$ cat config.mk
export PLATFORM = sky130hd
export DESIGN_NAME = wave_rx_capture_flat
export DESIGN_NICKNAME = d
export VERILOG_FILES = /design/src/rtl/wave_pkg.sv /design/src/rtl/wave_rx_capture_if.sv /design/src/rtl/sample_fifo.sv /design/src/rtl/wave_rx_capture.sv /design/src/flat_wrapper.sv
export SDC_FILE = /design/constraint.sdc
export NUM_CORES = 2
export LEC_CHECK = 0
export BUFFER_PORTS_ARGS = -buffer_cell sky130_fd_sc_hd__buf_2
export CAP_MARGIN = 30
export CORE_UTILIZATION = 45
export CTS_BUF_LIST = sky130_fd_sc_hd__clkbuf_4
export CTS_CLUSTER_DIAMETER = 150
export DETAILED_ROUTE_END_ITERATION = 8
export GPL_TIMING_DRIVEN = 0
export PLACE_DENSITY = 0.7
export RECOVER_POWER = 50
export SLEW_MARGIN = 30
export SYNTH_ARGS = -nofsm -noshare
export SYNTH_HDL_FRONTEND = slang
export SYNTH_SLANG_ARGS = --single-unit
$ cat constraint.sdc
create_clock -name sClk -period 19.3 [get_ports sClk]
set_input_delay 1.93 -clock sClk [delete_from_list [all_inputs] [get_ports sClk]]
set_output_delay 1.93 -clock sClk [all_outputs]
set_load 0.01 [all_outputs]
$ cat src/rtl/wave_pkg.sv
// wave_pkg: shared types, widths and helpers for the waveform capture path
package wave_pkg;
    localparam int SAMPLE_W = 32;
    localparam int TIME_W = 64;
    typedef enum logic [1:0] {CHIRP = 2'd0, TONE = 2'd1, RAMP = 2'd2} wave_type_t;
    typedef enum logic [1:0] {IDLE, ARMED, CAPTURE, DONE} rx_state_t;
    function automatic logic [SAMPLE_W-1:0] abs_sat(input logic [SAMPLE_W-1:0] x);
        return !x[SAMPLE_W-1] ? x :
               (x == {1'b1, {(SAMPLE_W-1){1'b0}}}) ? {1'b0, {(SAMPLE_W-1){1'b1}}} : -x;
    endfunction
endpackage

$ cat src/rtl/wave_rx_capture_if.sv
// wave_rx_capture_if: sample stream in plus FIFO readout port
interface wave_rx_capture_if;
    import wave_pkg::*;
    logic [SAMPLE_W-1:0] i_tdata1;
    logic [SAMPLE_W-1:0] i_tdata2;
    logic i_tvalid;
    logic i_tready;
    logic rd_en;
    logic [2*SAMPLE_W-1:0] rd_data;
    logic rd_empty;
    modport master (output i_tdata1, i_tdata2, i_tvalid, rd_en, input i_tready, rd_data, rd_empty);
    modport slave (input i_tdata1, i_tdata2, i_tvalid, rd_en, output i_tready, rd_data, rd_empty);
endinterface

$ cat src/rtl/sample_fifo.sv
// sample_fifo: synchronous first-word-fall-through FIFO with wrap-bit pointers
module sample_fifo #(
    parameter int WIDTH = 64,
    parameter int DEPTH = 16
) (
    input  logic clk_i,
    input  logic rst_ni,
    input  logic push_i,
    input  logic pop_i,
    input  logic [WIDTH-1:0] wdata_i,
    output logic [WIDTH-1:0] rdata_o,
    output logic full_o,
    output logic empty_o
);
    localparam int AW = $clog2(DEPTH);
    logic [WIDTH-1:0] mem_q [DEPTH];
    logic [AW:0] wptr_q, wptr_d, rptr_q, rptr_d;
    logic full_q, full_d, empty_q, empty_d;
    logic do_push, do_pop;
    assign do_push = push_i & ~full_q;
    assign do_pop = pop_i & ~empty_q;
    always_comb begin
        wptr_d = wptr_q + {{AW{1'b0}}, do_push};
        rptr_d = rptr_q + {{AW{1'b0}}, do_pop};
        empty_d = wptr_d == rptr_d;
        full_d = (wptr_d[AW] != rptr_d[AW]) && (wptr_d[AW-1:0] == rptr_d[AW-1:0]);
    end
    always_ff @(posedge clk_i) begin
        if (!rst_ni) begin
            wptr_q <= '0;
            rptr_q <= '0;
            full_q <= 1'b0;
            empty_q <= 1'b1;
        end else begin
            wptr_q <= wptr_d;
            rptr_q <= rptr_d;
            full_q <= full_d;
            empty_q <= empty_d;
        end
    end
    always_ff @(posedge clk_i) begin
        if (do_push) mem_q[wptr_q[AW-1:0]] <= wdata_i;
    end
    // stale storage is masked so the head reads zero while empty
    assign rdata_o = empty_q ? '0 : mem_q[rptr_q[AW-1:0]];
    assign full_o = full_q;
    assign empty_o = empty_q;
endmodule

$ cat src/rtl/wave_rx_capture.sv
// wave_rx_capture: triggered one-PRI stream sink with FIFO buffering and status
module wave_rx_capture import wave_pkg::*; #(
    parameter int DEPTH = 16
) (
    input  logic sClk,
    input  logic reset,
    input  logic sRun,
    input  logic [TIME_W-1:0] vita_time,
    input  logic [TIME_W-1:0] vita_time_trigger,
    input  logic [31:0] len_PRI,
    input  logic [31:0] duration_wave,
    wave_rx_capture_if.slave s,
    output logic [31:0] o_beat_count,
    output logic [15:0] o_tail_err,
    output logic [SAMPLE_W-1:0] o_peak,
    output logic [TIME_W-1:0] o_first_time,
    output logic o_done,
    output logic o_abort
);
    rx_state_t state_q, state_d;
    logic [31:0] len_q, len_d, dur_q, dur_d, cnt_q, cnt_d;
    logic [15:0] tail_q, tail_d;
    logic [SAMPLE_W-1:0] peak_q, peak_d, mag;
    logic [TIME_W-1:0] first_q, first_d;
    logic abort_q, abort_d;
    logic fifo_full, accept, active, last;
    assign s.i_tready = (state_q == CAPTURE) & ~fifo_full;
    assign accept = s.i_tvalid & s.i_tready;
    assign active = cnt_q < dur_q;
    assign last = cnt_q == len_q - 32'd1;
    assign mag = abs_sat(s.i_tdata1);
    always_comb begin
        state_d = state_q;
        len_d = len_q;
        dur_d = dur_q;
        cnt_d = cnt_q;
        tail_d = tail_q;
        peak_d = peak_q;
        first_d = first_q;
        abort_d = 1'b0;
        case (state_q)
            IDLE: if (sRun) begin
                state_d = ARMED;
                len_d = len_PRI;
                dur_d = duration_wave;
                cnt_d = '0;
                tail_d = '0;
                peak_d = '0;
                first_d = '0;
            end
            ARMED: if (!sRun) state_d = IDLE;
                   else if (vita_time >= vita_time_trigger) state_d = (len_q == '0) ? DONE : CAPTURE;
            // the last beat wins over a simultaneous sRun drop
            CAPTURE: if (accept && last) state_d = DONE;
                     else if (!sRun) begin
                         state_d = IDLE;
                         abort_d = 1'b1;
                     end
            DONE: if (!sRun) state_d = IDLE;
            default: state_d = IDLE;
        endcase
        if (accept) begin
            cnt_d = cnt_q + 32'd1;
            if (cnt_q == '0) first_d = vita_time;
            if (active) peak_d = (mag > peak_q) ? mag : peak_q;
            else if (((s.i_tdata1 | s.i_tdata2) != '0) && (tail_q != 16'hFFFF)) tail_d = tail_q + 16'd1;
        end
    end
    always_ff @(posedge sClk) begin
        if (!reset) begin
            state_q <= IDLE;
            len_q <= '0;
            dur_q <= '0;
            cnt_q <= '0;
            tail_q <= '0;
            peak_q <= '0;
            first_q <= '0;
            abort_q <= 1'b0;
        end else begin
            state_q <= state_d;
            len_q <= len_d;
            dur_q <= dur_d;
            cnt_q <= cnt_d;
            tail_q <= tail_d;
            peak_q <= peak_d;
            first_q <= first_d;
            abort_q <= abort_d;
        end
    end
    sample_fifo #(.WIDTH(2 * SAMPLE_W), .DEPTH(DEPTH)) u_fifo (
        .clk_i(sClk),
        .rst_ni(reset),
        .push_i(accept & active),
        .pop_i(s.rd_en),
        .wdata_i({s.i_tdata2, s.i_tdata1}),
        .rdata_o(s.rd_data),
        .full_o(fifo_full),
        .empty_o(s.rd_empty)
    );
    assign o_beat_count = cnt_q;
    assign o_tail_err = tail_q;
    assign o_peak = peak_q;
    assign o_first_time = first_q;
    assign o_done = state_q == DONE;
    assign o_abort = abort_q;
endmodule

$ cat src/flat_wrapper.sv
// flat-port wrapper written by rule: the top's interface ports become plain ports
module wave_rx_capture_flat import wave_pkg::*;
#(
    parameter int DEPTH = 16
)
  (sClk, reset, sRun, vita_time, vita_time_trigger, len_PRI, duration_wave, o_beat_count, o_tail_err, o_peak, o_first_time, o_done, o_abort, s_i_tdata1, s_i_tdata2, s_i_tvalid, s_rd_en, s_i_tready, s_rd_data, s_rd_empty);
  wave_rx_capture_if s_i ();
  input  logic sClk;
  input  logic reset;
  input  logic sRun;
  input  logic [TIME_W-1:0] vita_time;
  input  logic [TIME_W-1:0] vita_time_trigger;
  input  logic [31:0] len_PRI;
  input  logic [31:0] duration_wave;
  output logic [31:0] o_beat_count;
  output logic [15:0] o_tail_err;
  output logic [SAMPLE_W-1:0] o_peak;
  output logic [TIME_W-1:0] o_first_time;
  output logic o_done;
  output logic o_abort;
  input wire logic [$bits(s_i.i_tdata1)-1:0] s_i_tdata1;
  input wire logic [$bits(s_i.i_tdata2)-1:0] s_i_tdata2;
  input wire logic [$bits(s_i.i_tvalid)-1:0] s_i_tvalid;
  input wire logic [$bits(s_i.rd_en)-1:0] s_rd_en;
  output wire logic [$bits(s_i.i_tready)-1:0] s_i_tready;
  output wire logic [$bits(s_i.rd_data)-1:0] s_rd_data;
  output wire logic [$bits(s_i.rd_empty)-1:0] s_rd_empty;
  assign s_i.i_tdata1 = s_i_tdata1;
  assign s_i.i_tdata2 = s_i_tdata2;
  assign s_i.i_tvalid = s_i_tvalid;
  assign s_i.rd_en = s_rd_en;
  assign s_i_tready = s_i.i_tready;
  assign s_rd_data = s_i.rd_data;
  assign s_rd_empty = s_i.rd_empty;
  wave_rx_capture #(.DEPTH(DEPTH)) u_core (.sClk(sClk), .reset(reset), .sRun(sRun), .vita_time(vita_time), .vita_time_trigger(vita_time_trigger), .len_PRI(len_PRI), .duration_wave(duration_wave), .s(s_i), .o_beat_count(o_beat_count), .o_tail_err(o_tail_err), .o_peak(o_peak), .o_first_time(o_first_time), .o_done(o_done), .o_abort(o_abort));
endmodule
==> results.md <==
- Run status: finished, final reports clean
- CTS Root Buffer Type: sky130_fd_sc_hd__clkbuf_4
- Total count of hold-check failures in the final report: 0
- Dpl cells: 5615
- Global router's overall resource usage: 0.257
- Clock-pin transition on the worst setup and hold timing paths: ~0.070 ns
- Longest Clk Path Bufs: 4
- Worst slew margin relative to its limit: 0.161
- Total die area: 120000 um^2
- Area of the mapped netlist: approximately 53000 um^2
- R2R setup slack: 13.59 ns
- Violation count after the first detailed-routing iteration: a little over 3000
- Clock buffers created by TritonCTS: between 300 and 400
- Clock tree skew after final layout: 0.156 ns
- I/O pin count: about 470
- Destination of the worst register-to-register timing path: u_core.u_fifo.mem_q[10][35]
- Total number of vias: 34700
- Total grt overflow: 0
- Number of antenna violations at the first check in global routing: 31
- Synth Area per Inst: 15.8 um^2
- Wire length reported by the detailed router: 155000 um
- I/O Buffers: 472
- Max-cap check violation count: 0
- Count of cells resized by post-cts repair: 0
- Skew-Pair Late Insertion Delay: around 1.2 ns
- Initial Utilization: 0.457
- Startpoint kind of the worst setup timing path: flip-flop
- Startpoint of the worst register-to-register path: u_core.o_beat_count[9]
- Total chip power: 5.55 mW
- Count of hold buffers inserted by post-cts repair: 0
- Routed length per instance: 25.1 um
- Clock H-tree levels: 5
- Highest clock rate: 155 MHz
- Total Neg Setup Slack: 0 ns
- Clock period minus worst slack: 6.45 ns
- Post-synth cell types: between 70 and 80
- Clock Sinks: between 1000 and 1500
- Post-layout net count: 4827
- Maximum fanout count along the critical path: 10
- Worst path arrival time: 4.52 ns
- Final number of max-transition violations: 0
- Flops & latches, synth: around 1200
- Via count of the first global-routing pass: 35400
- Share of total power in sequential cells: 0.529
- Prevailing post-synth register cell: sky130_fd_sc_hd__edfxtp_1
- Ratio of cells with drive above 1 in the final layout: 0.323
- Clock group share of total power: 0.409
- Synth Warn #: 0
- Pwr dens: 87.7 nW/um^2
- Global-route wire length before repair: 226000 um
- Crit path capture: s_rd_data[11]
- Net switching fraction of the power: 0.232
- Area share of the largest cell type after synthesis: 0.576
- Die Ht: 346 um
- Area growth from synthesis to layout: 18.6%
- Internal power summed over all cells: between 4 and 5 mW
- Post-DP HPWL: 116000 um
- Antenna-violating nets left: 0
- Final clock period utilization by the worst path: 0.334
- EDFF count, synth: 1024
- FILL cells: 9572
- Count of standard-cell rows: between 100 and 150
- Reported net switching power: roughly 1.3 mW
- Leak: about 23 nW
- Via density per instance: 5.61
- Commonest non-fill, non-tap cell in the layout: sky130_fd_sc_hd__edfxtp_1
- Cell type with the highest aggregate area in the netlist: sky130_fd_sc_hd__edfxtp_1
- Fraction of the yosys area taken by sequential cells: 0.660
- Maximum VDD drop: between 50 and 60 uV
- Source of the critical timing path: u_core.u_fifo.rptr_q[0]
- Final cell count without fillers: 6184
- Remaining routing DRC violations: 0
- Critical path data required time: 17.37 ns
- Area contributors post-synth: sky130_fd_sc_hd__edfxtp_1 58%, sky130_fd_sc_hd__mux4_2 14%, sky130_fd_sc_hd__dfxtp_1 8.4%
- Worst Reg2Reg Path Length in Cells: 16
- GPL Wtd Cong: a little over 0.9
- Maximum number of pins on one net before global-route repair: 24
- Post-Synthesis Net Count: 3769
- Final core area utilization: 0.542
- Startpoint-to-endpoint class of the critical path: flip-flop to output port
- Final setup violation count: 0
- CTS tree: built
- Most used cells in the layout excluding fill and tap cells: 1024 x sky130_fd_sc_hd__edfxtp_1, 517 x sky130_fd_sc_hd__buf_2, 487 x sky130_fd_sc_hd__clkbuf_4
- Buffers inserted by post-CTS timing repair: 0
- FFs w/ async S/R, synth: 0
- Core area: 117000 um^2
- Number of iterations in the first detailed-routing pass: 7
- Setup crit end kind: output port
- Gate count of the mapped netlist: 3372
- Measured slew at the worst slew-check pin: 1.26 ns
- Worst min-delay path class: flip-flop to flip-flop
- Width of the die: 346 um
- Portion of total power attributed to combinational logic: 0.062
- RSZ-0062 raised after global routing: no
==> how the worst min path moves through the flow <==
stage                                       start                      end  slack [ns]  cells past startpoint
after detailed placement  u_core.o_first_time[15]  u_core.o_first_time[15]        0.46                      2
after global placement    u_core.o_first_time[20]  u_core.o_first_time[20]        0.45                      2
after floorplan                  u_core.dur_q[10]         u_core.dur_q[10]        0.44                      2
after CTS                 u_core.o_first_time[15]  u_core.o_first_time[15]        0.47                      2
after global routing             u_core.dur_q[29]         u_core.dur_q[29]        0.48                      2
final                             u_core.dur_q[1]          u_core.dur_q[1]        0.47                      2
==> power groups by stage <==
| stage | Clock (mW) | Sequential (mW) | Combinational, mW |
|---|---|---|---|
| floorplan | 0 | 2.99 | 0.192 |
| global placement | 0 | 2.99 | 0.340 |
| detailed placement | 0 | 2.99 | 0.348 |
| CTS | 2.32 | 2.93 | 0.350 |
| global route | 2.45 | 2.93 | 0.377 |
| finish | 2.27 | 2.93 | 0.344 |
==> logic make-up (layout without fill, tap and decap cells) <==
kind of cell	count (synthesis)	after routing	synth area share
adders and majority gates	136	136	0.0319
DFF	1247	1247	0.660
xor gates and xnor gates	80	80	0.0131
other	0	16	0
AOI/OAI and AO/OA	359	359	0.0472
muxes	366	366	0.144
and+or+nand+nor	862	862	0.0811
buffers and inverters	322	1594	0.0233
==> flip-flops by register name, indices dropped and copies added (netlist names) <==
register / flops
u_core.u_fifo.rptr_q: 5
u_core.u_fifo.mem_q: 1024
u_core.o_first_time: 64
u_core.u_fifo.empty_o: 1
u_core.o_peak: 32
u_core.u_fifo.wptr_q: 5
u_core.state_q: 2
u_core.len_q: 32
u_core.dur_q: 32
u_core.u_fifo.full_o: 1
u_core.o_abort: 1
u_core.o_tail_err: 16
u_core.o_beat_count: 32
==> Yosys cell counts, drive strengths merged (5+ instances only) <==
cell and instances:
edfxtp 1024, o21ai 64, buf 41, nand4 41, nand2b 12, and4 7
nor4 43, o211ai 12, a211o 8, a2111oi 8, o21a 15, o31ai 7
nor4b 5, nor2 71, nor2b 81, and3 23, or4 17, or3 10
a211oi 10, or2 9, nor3 38, o41ai 7, nand2 325, mux4 320
nor3b 6, mux2i 44, clkbuf 139, a21o 20, a21oi 38, nand3 147
inv 142, and2 21, a21boi 134, dfxtp 223, xnor2 30, a31oi 9
ha 136, xor2 50
==> per-layer routing <==
| metal | share of wire | wire, um | global-route usage |
|---|---|---|---|
| met5 | 0.00078 | 121 | 0 |
| met4 | 0.044 | 6840 | 0.119 |
| met3 | 0.086 | 13400 | 0.0652 |
| met2 | 0.50 | 77500 | 0.436 |
| met1 | 0.37 | 57400 | 0.307 |
==> final cells by class <==
class / instances / area [um^2] / area share
Antenna cell: 16 / 40.0 / 0.000633
Clock inverter: 64 / 392 / 0.00619
Timing Repair Buffer: 721 / 3780 / 0.0598
Inverter: 142 / 533 / 0.00842
Multi-Input combinational cell: 1803 / 17000 / 0.269
Clock buffer: 487 / 3660 / 0.0578
Tap cell: 1524 / 1910 / 0.0301
Buffer: 180 / 746 / 0.0118
Sequential cell: 1247 / 35200 / 0.556
==> per-stage QoR <==
stage               instance area, um^2  hold WS [ns]  setup slack (ns)
floorplan                         53400         0.443              9.41
global placement                  57600         0.448             0.430
detailed placement                59300         0.455             12.52
CTS                               63400         0.465             12.62
global route                      63300         0.483             12.65
finish                            63300         0.465             12.85
==> critical path, stage by stage (launching register included) <==
cell	delay (ns)
sky130_fd_sc_hd__dfxtp_1	0.35
sky130_fd_sc_hd__clkbuf_1	0.22
sky130_fd_sc_hd__clkbuf_1	0.61
sky130_fd_sc_hd__buf_1	0.46
sky130_fd_sc_hd__buf_4	0.29
sky130_fd_sc_hd__mux4_2	0.51
sky130_fd_sc_hd__mux4_2	0.46
sky130_fd_sc_hd__nor2b_1	0.23
sky130_fd_sc_hd__buf_2	0.23
Note: power is estimated with default switching activity, not from simulation.
